[config.mk]
export PLATFORM = sky130hd
export DESIGN_NAME = imem_loader
export DESIGN_NICKNAME = d
export VERILOG_FILES = /design/src/rtl/imem_loader.sv
export SDC_FILE = /design/constraint.sdc
export NUM_CORES = 1
export LEC_CHECK = 0
export CAP_MARGIN = 15
export CORE_ASPECT_RATIO = 0.7
export CORE_UTILIZATION = 50
export DETAILED_ROUTE_END_ITERATION = 12
export GPL_TIMING_DRIVEN = 1
export HOLD_SLACK_MARGIN = 0.08
export PLACE_DENSITY_LB_ADDON = 0.25
export SLEW_MARGIN = 20
export SYNTH_ARGS = -nofsm -noshare
export SYNTH_HDL_FRONTEND = slang
export SYNTH_SLANG_ARGS = --single-unit
[constraint.sdc]
create_clock -name clk -period 2.8 [get_ports clk]
set_input_delay 0.84 -clock clk [delete_from_list [all_inputs] [get_ports clk]]
set_output_delay 0.84 -clock clk [all_outputs]
set_load 0.005 [all_outputs]
[src/rtl/imem_loader.sv]
// Byte-stream program loader: writes a length-prefixed image into the byte-addressed IMEM and holds the core until it is in.
// Optional trailing checksum byte: define IMEM_LOADER_CHECKSUM_EN.
module imem_loader #(
    parameter int MEM_NBYTE = 4096,
    parameter int ADDR_W    = 32
) (
    input  logic              clk,
    input  logic              rst,
    input  logic              start,
    input  logic              in_valid,
    input  logic [7:0]        in_data,
    output logic              in_ready,
    output logic              mem_we,
    output logic [ADDR_W-1:0] mem_addr,
    output logic [7:0]        mem_wdata,
    output logic              busy,
    output logic              done,
    output logic              err,
    output logic              cpu_hold
);

    // Handshake: a stream byte is consumed on every rising edge where in_valid && in_ready;
    // in_valid while in_ready is low simply stalls, the byte is presented again later.
`ifdef IMEM_LOADER_CHECKSUM_EN
    typedef enum logic [2:0] {IDLE, LEN_LO, LEN_HI, DATA, CHECK, DONE} state_t;
`else
    typedef enum logic [2:0] {IDLE, LEN_LO, LEN_HI, DATA, DONE} state_t;
`endif

    localparam logic [31:0] MEM_LIM = MEM_NBYTE;

    // state is the FSM register; checkers may bind to it directly.
    state_t      state;
    logic [15:0] len;
    logic [15:0] cnt;
    logic [15:0] len_full;
    logic        xfer;
`ifdef IMEM_LOADER_CHECKSUM_EN
    logic [7:0]  sum;
`endif

    assign xfer     = in_valid && in_ready;
    assign len_full = {in_data, len[7:0]};

    // Status outputs are pure decodes of the state register.
    assign in_ready = (state != IDLE) && (state != DONE);
    assign busy     = (state != IDLE);
    assign done     = (state == DONE);

    always_ff @(posedge clk) begin
        if (rst) begin
            state     <= IDLE;
            len       <= '0;
            cnt       <= '0;
            mem_we    <= 1'b0;
            mem_addr  <= '0;
            mem_wdata <= '0;
            err       <= 1'b0;
            cpu_hold  <= 1'b1;
`ifdef IMEM_LOADER_CHECKSUM_EN
            sum       <= '0;
`endif
        end else begin
            mem_we <= 1'b0;
            case (state)
                IDLE: begin
                    if (start) begin
                        state    <= LEN_LO;
                        err      <= 1'b0;
                        cpu_hold <= 1'b1;
                        cnt      <= '0;
`ifdef IMEM_LOADER_CHECKSUM_EN
                        sum      <= '0;
`endif
                    end
                end
                LEN_LO: begin
                    if (xfer) begin
                        len[7:0] <= in_data;
                        state    <= LEN_HI;
                    end
                end
                LEN_HI: begin
                    if (xfer) begin
                        len[15:8] <= in_data;
                        if ({16'd0, len_full} > MEM_LIM) err <= 1'b1;
                        if (len_full == 16'd0) begin
`ifdef IMEM_LOADER_CHECKSUM_EN
                            state <= CHECK;
`else
                            state <= DONE;
`endif
                        end else begin
                            state <= DATA;
                        end
                    end
                end
                DATA: begin
                    if (xfer) begin
                        // Bytes beyond the memory are consumed but never written; address/data hold.
                        if ({16'd0, cnt} < MEM_LIM) begin
                            mem_we    <= 1'b1;
                            mem_addr  <= ADDR_W'(cnt);
                            mem_wdata <= in_data;
                        end
                        cnt <= cnt + 16'd1;
`ifdef IMEM_LOADER_CHECKSUM_EN
                        sum <= sum + in_data;
`endif
                        if (cnt == len - 16'd1) begin
`ifdef IMEM_LOADER_CHECKSUM_EN
                            state <= CHECK;
`else
                            state <= DONE;
`endif
                        end
                    end
                end
`ifdef IMEM_LOADER_CHECKSUM_EN
                CHECK: begin
                    if (xfer) begin
                        if (in_data != sum) err <= 1'b1;
                        state <= DONE;
                    end
                end
`endif
                DONE: begin
                    // Release the core only when the image arrived intact.
                    cpu_hold <= err;
                    state    <= IDLE;
                end
                default: state <= IDLE;
            endcase
        end
    end

endmodule
==> results.txt, run 1 <==
status: finished clean
die area: 6530 µm²
RSZ-0062 raised after global routing: false
HPWL after DPL: 5.33 mm
minimum clock period: 2.62 ns
CTS tree: built
post-synthesis mux area share: 1.65%
Finish-stage setup viols: 0
Post-Syn Area per Cell: 7.82 µm²
reg2reg setup slack: 0.19 ns
relative slew slack: 59.4%
RR Startpoint: len[5]
clock sink count: 62
register area share after synthesis: 40.0%
largest family of logic cells by synthesized area: simple AND/OR/NAND/NOR gates
Pwr Density: 528 nW/µm²
worst skew pair latency: 0.34 ns
Post-Syn Area: 3100 µm²
placed cell area: 3560 µm²
commonest non-fill, non-tap cell in the layout: nand2_1
DR WL/cell: 14.0 µm
R2R cell count: 8
simple-gate share of the synthesized area: 28.2%
Setup WS post-layout: 0.181 ns
Initial DRT Pass Iterations: 5
final wirelength: 7.29 mm
crit-path max FO: 10
nets: 456
complex-gate fraction of the synthesized area: 13.4%
grt met1 use: 35.5%
nature of the critical path startpoint: flop
final hold vios: 0
fin. max-slew vios: 0
Peak Freq: 382 MHz
post-DR vias/cell: 5.43
hold endpoint: mem_addr[4]
CP Data Arrival Time: 1.78 ns
root buffer cell: clkbuf_8
DR vias: 2831
Peak supply drop: 0.000347 V
starting density of the core: 53.1%
synthesis-to-layout area growth: 21.2%
max capacitance violation total: 0
GR Util All Layers: 24.8%
EDFF count, synth: 0
GR Layer Usage met3: 9.22%
clock transition at the registers of the reported paths: 0.07 ns
postcts setup bufs: 0
P_leak: 1.36 nW
Synth Register Bits: 62
Main synth FF type: dfxtp_1
CTS Buffer Depth: 2
largest net degree at the start of global routing: 44
Die H: 67.9 µm
Final ANT Viol Nets: 0
# DRC: 0
layout cells sized above 1: 8.74%
Clock Skew: 0.00667 ns
slew at the pin closest to its max-slew limit: 0.603 ns
H-tree Lvls: 3
core area: 5840 µm²
Post-Synthesis Cells: 397
reg2reg end: state[1]
initial antenna violation count: 0
CTS Buf Count: 9
Hold Buf Count CTS: 0
met2 global-route usage: 34.4%
most crowded layer after global routing: met1
Detailed Route Iter0 Violations: 138
Hold Path Stages: 2
cts repair resizes: 0
placer congestion estimate: 0.863
Distinct cells, synth: 48
Antenna diodes: 0
grt total ovfl: 0
Critical Path RT: 1.96 ns
Die X: 96.2 µm
first-pass GRT wire length: 12.0 mm
Post-Synth Adder-Cell Area: 1.21%
Cell Rows: 23
Final period util: 93.6%
input/output buffers: 41
post-route cell area: 3760 µm²
vias in the first global route: 2466
xor/xnor cell area share of the yosys netlist: 7.90%
worst hold slack: 0.449 ns
Crit. End Element: output port
most frequent cells in the layout: nand2_1 (90), dfxtp_1 (62), a21oi_1 (46)
pre-CTS WS: -0.0127 ns
WS Path Type: flop to output port
Warnings, synthesis: 0
hold path startpoint: mem_addr[4]
I/O pin count: 58
post-synthesis async set-or-reset flop share: 0%
Worst Hold Class: flop to flop
==> metrics by stage <==
step	power, mW	util (%)	std cells	TNS (ns)
2_1_floorplan	1.13	-	412	0
3_3_place_gp	1.20	61.0	505	0
3_5_place_dp	1.21	61.0	505	-0.0127
4_1_cts	2.00	64.4	521	0
5_1_grt	2.07	64.4	521	0
6_report	1.99	64.4	521	0
==> synth_stat cells, types with 6 or more instances <==
library cell,number,share of area (%)
nand2_1,90,11
dfxtp_1,62,40
a21oi_1,46,7.4
nor2_1,33,4.0
clkbuf_1,17,2.1
buf_4,16,3.9
xor2_1,15,4.2
xnor2_1,13,3.7
nand3_1,10,1.6
inv_1,9,1.1
nand4_1,7,1.4
o21ai_0,7,1.1
or3_1,7,1.4
nor4_1,6,1.2
==> critical path: stages (launching register included) <==
cell	delay, ns
dfxtp_1	0.42
nor2_1	0.27
inv_1	0.14
nor2_1	0.11
clkdlybuf4s50_1	0.50
==> cells by family after synthesis <==
group	after synthesis
AND/OR/NAND/NOR	183
AO/OA/AOI/OAI	71
flip-flops	62
buffers and inverters	44
XOR/XNOR	28
multiplexers	5
adder cells (fa/ha/maj)	3
other	1
==> worst max-delay path by stage <==
stage	startpoint	endpoint	slack [ns]
2_1_floorplan	in_valid	cnt[15]	0.30
3_3_place_gp	start	state[1]	0.04
3_5_place_dp	start	state[1]	-0.01
4_1_cts	state[0]	done	0.17
5_1_grt	state[0]	done	0.04
6_report	state[0]	done	0.18
==> registers in the layout, summed over array words and instances, names as in the netlist <==
| register | cells |
|---|---|
| mem_wdata | 8 |
| mem_we | 1 |
| state | 3 |
| len | 16 |
| err | 1 |
| cnt | 16 |
| mem_addr | 16 |
| cpu_hold | 1 |
==> layout make-up <==
type,instances,area [µm²]
Clock inverter,4,45.0
Sequential cell,62,1240
Tap cell,75,93.8
Timing Repair Buffer,53,500
Fill cell,517,2080
Multi-Input combinational cell,306,1690
Clock buffer,12,155
Inverter,9,33.8
==> power by group <==
group	total [mW]	switching (mW)	leakage, nW	internal [mW]
registers	0.926	0.0278	0.501	0.898
clock network	0.794	0.338	0.106	0.455
logic	0.268	0.151	0.752	0.117
==> per-layer routing <==
| layer | up-vias | wire length [µm] |
|---|---|---|
| li1 | 1412 | - |
| met1 | 1316 | 3660 |
| met2 | 94 | 2990 |
| met3 | 9 | 572 |
| met4 | 0 | 75 |
| met5 | - | 0 |
No activity file was read; power rests on OpenSTA's default activity.
==> run 2: changes to the inputs <==
--- a/config.mk
+++ b/config.mk
@@ -5,7 +5,7 @@
 export SDC_FILE = /design/constraint.sdc
 export NUM_CORES = 1
 export LEC_CHECK = 0
-export CAP_MARGIN = 15
+export CAP_MARGIN = 20
 export CORE_ASPECT_RATIO = 0.7
 export CORE_UTILIZATION = 50
 export DETAILED_ROUTE_END_ITERATION = 12
==> results of run 2 <==
The final DEF is identical to that of run 1; final timing and power are the same.
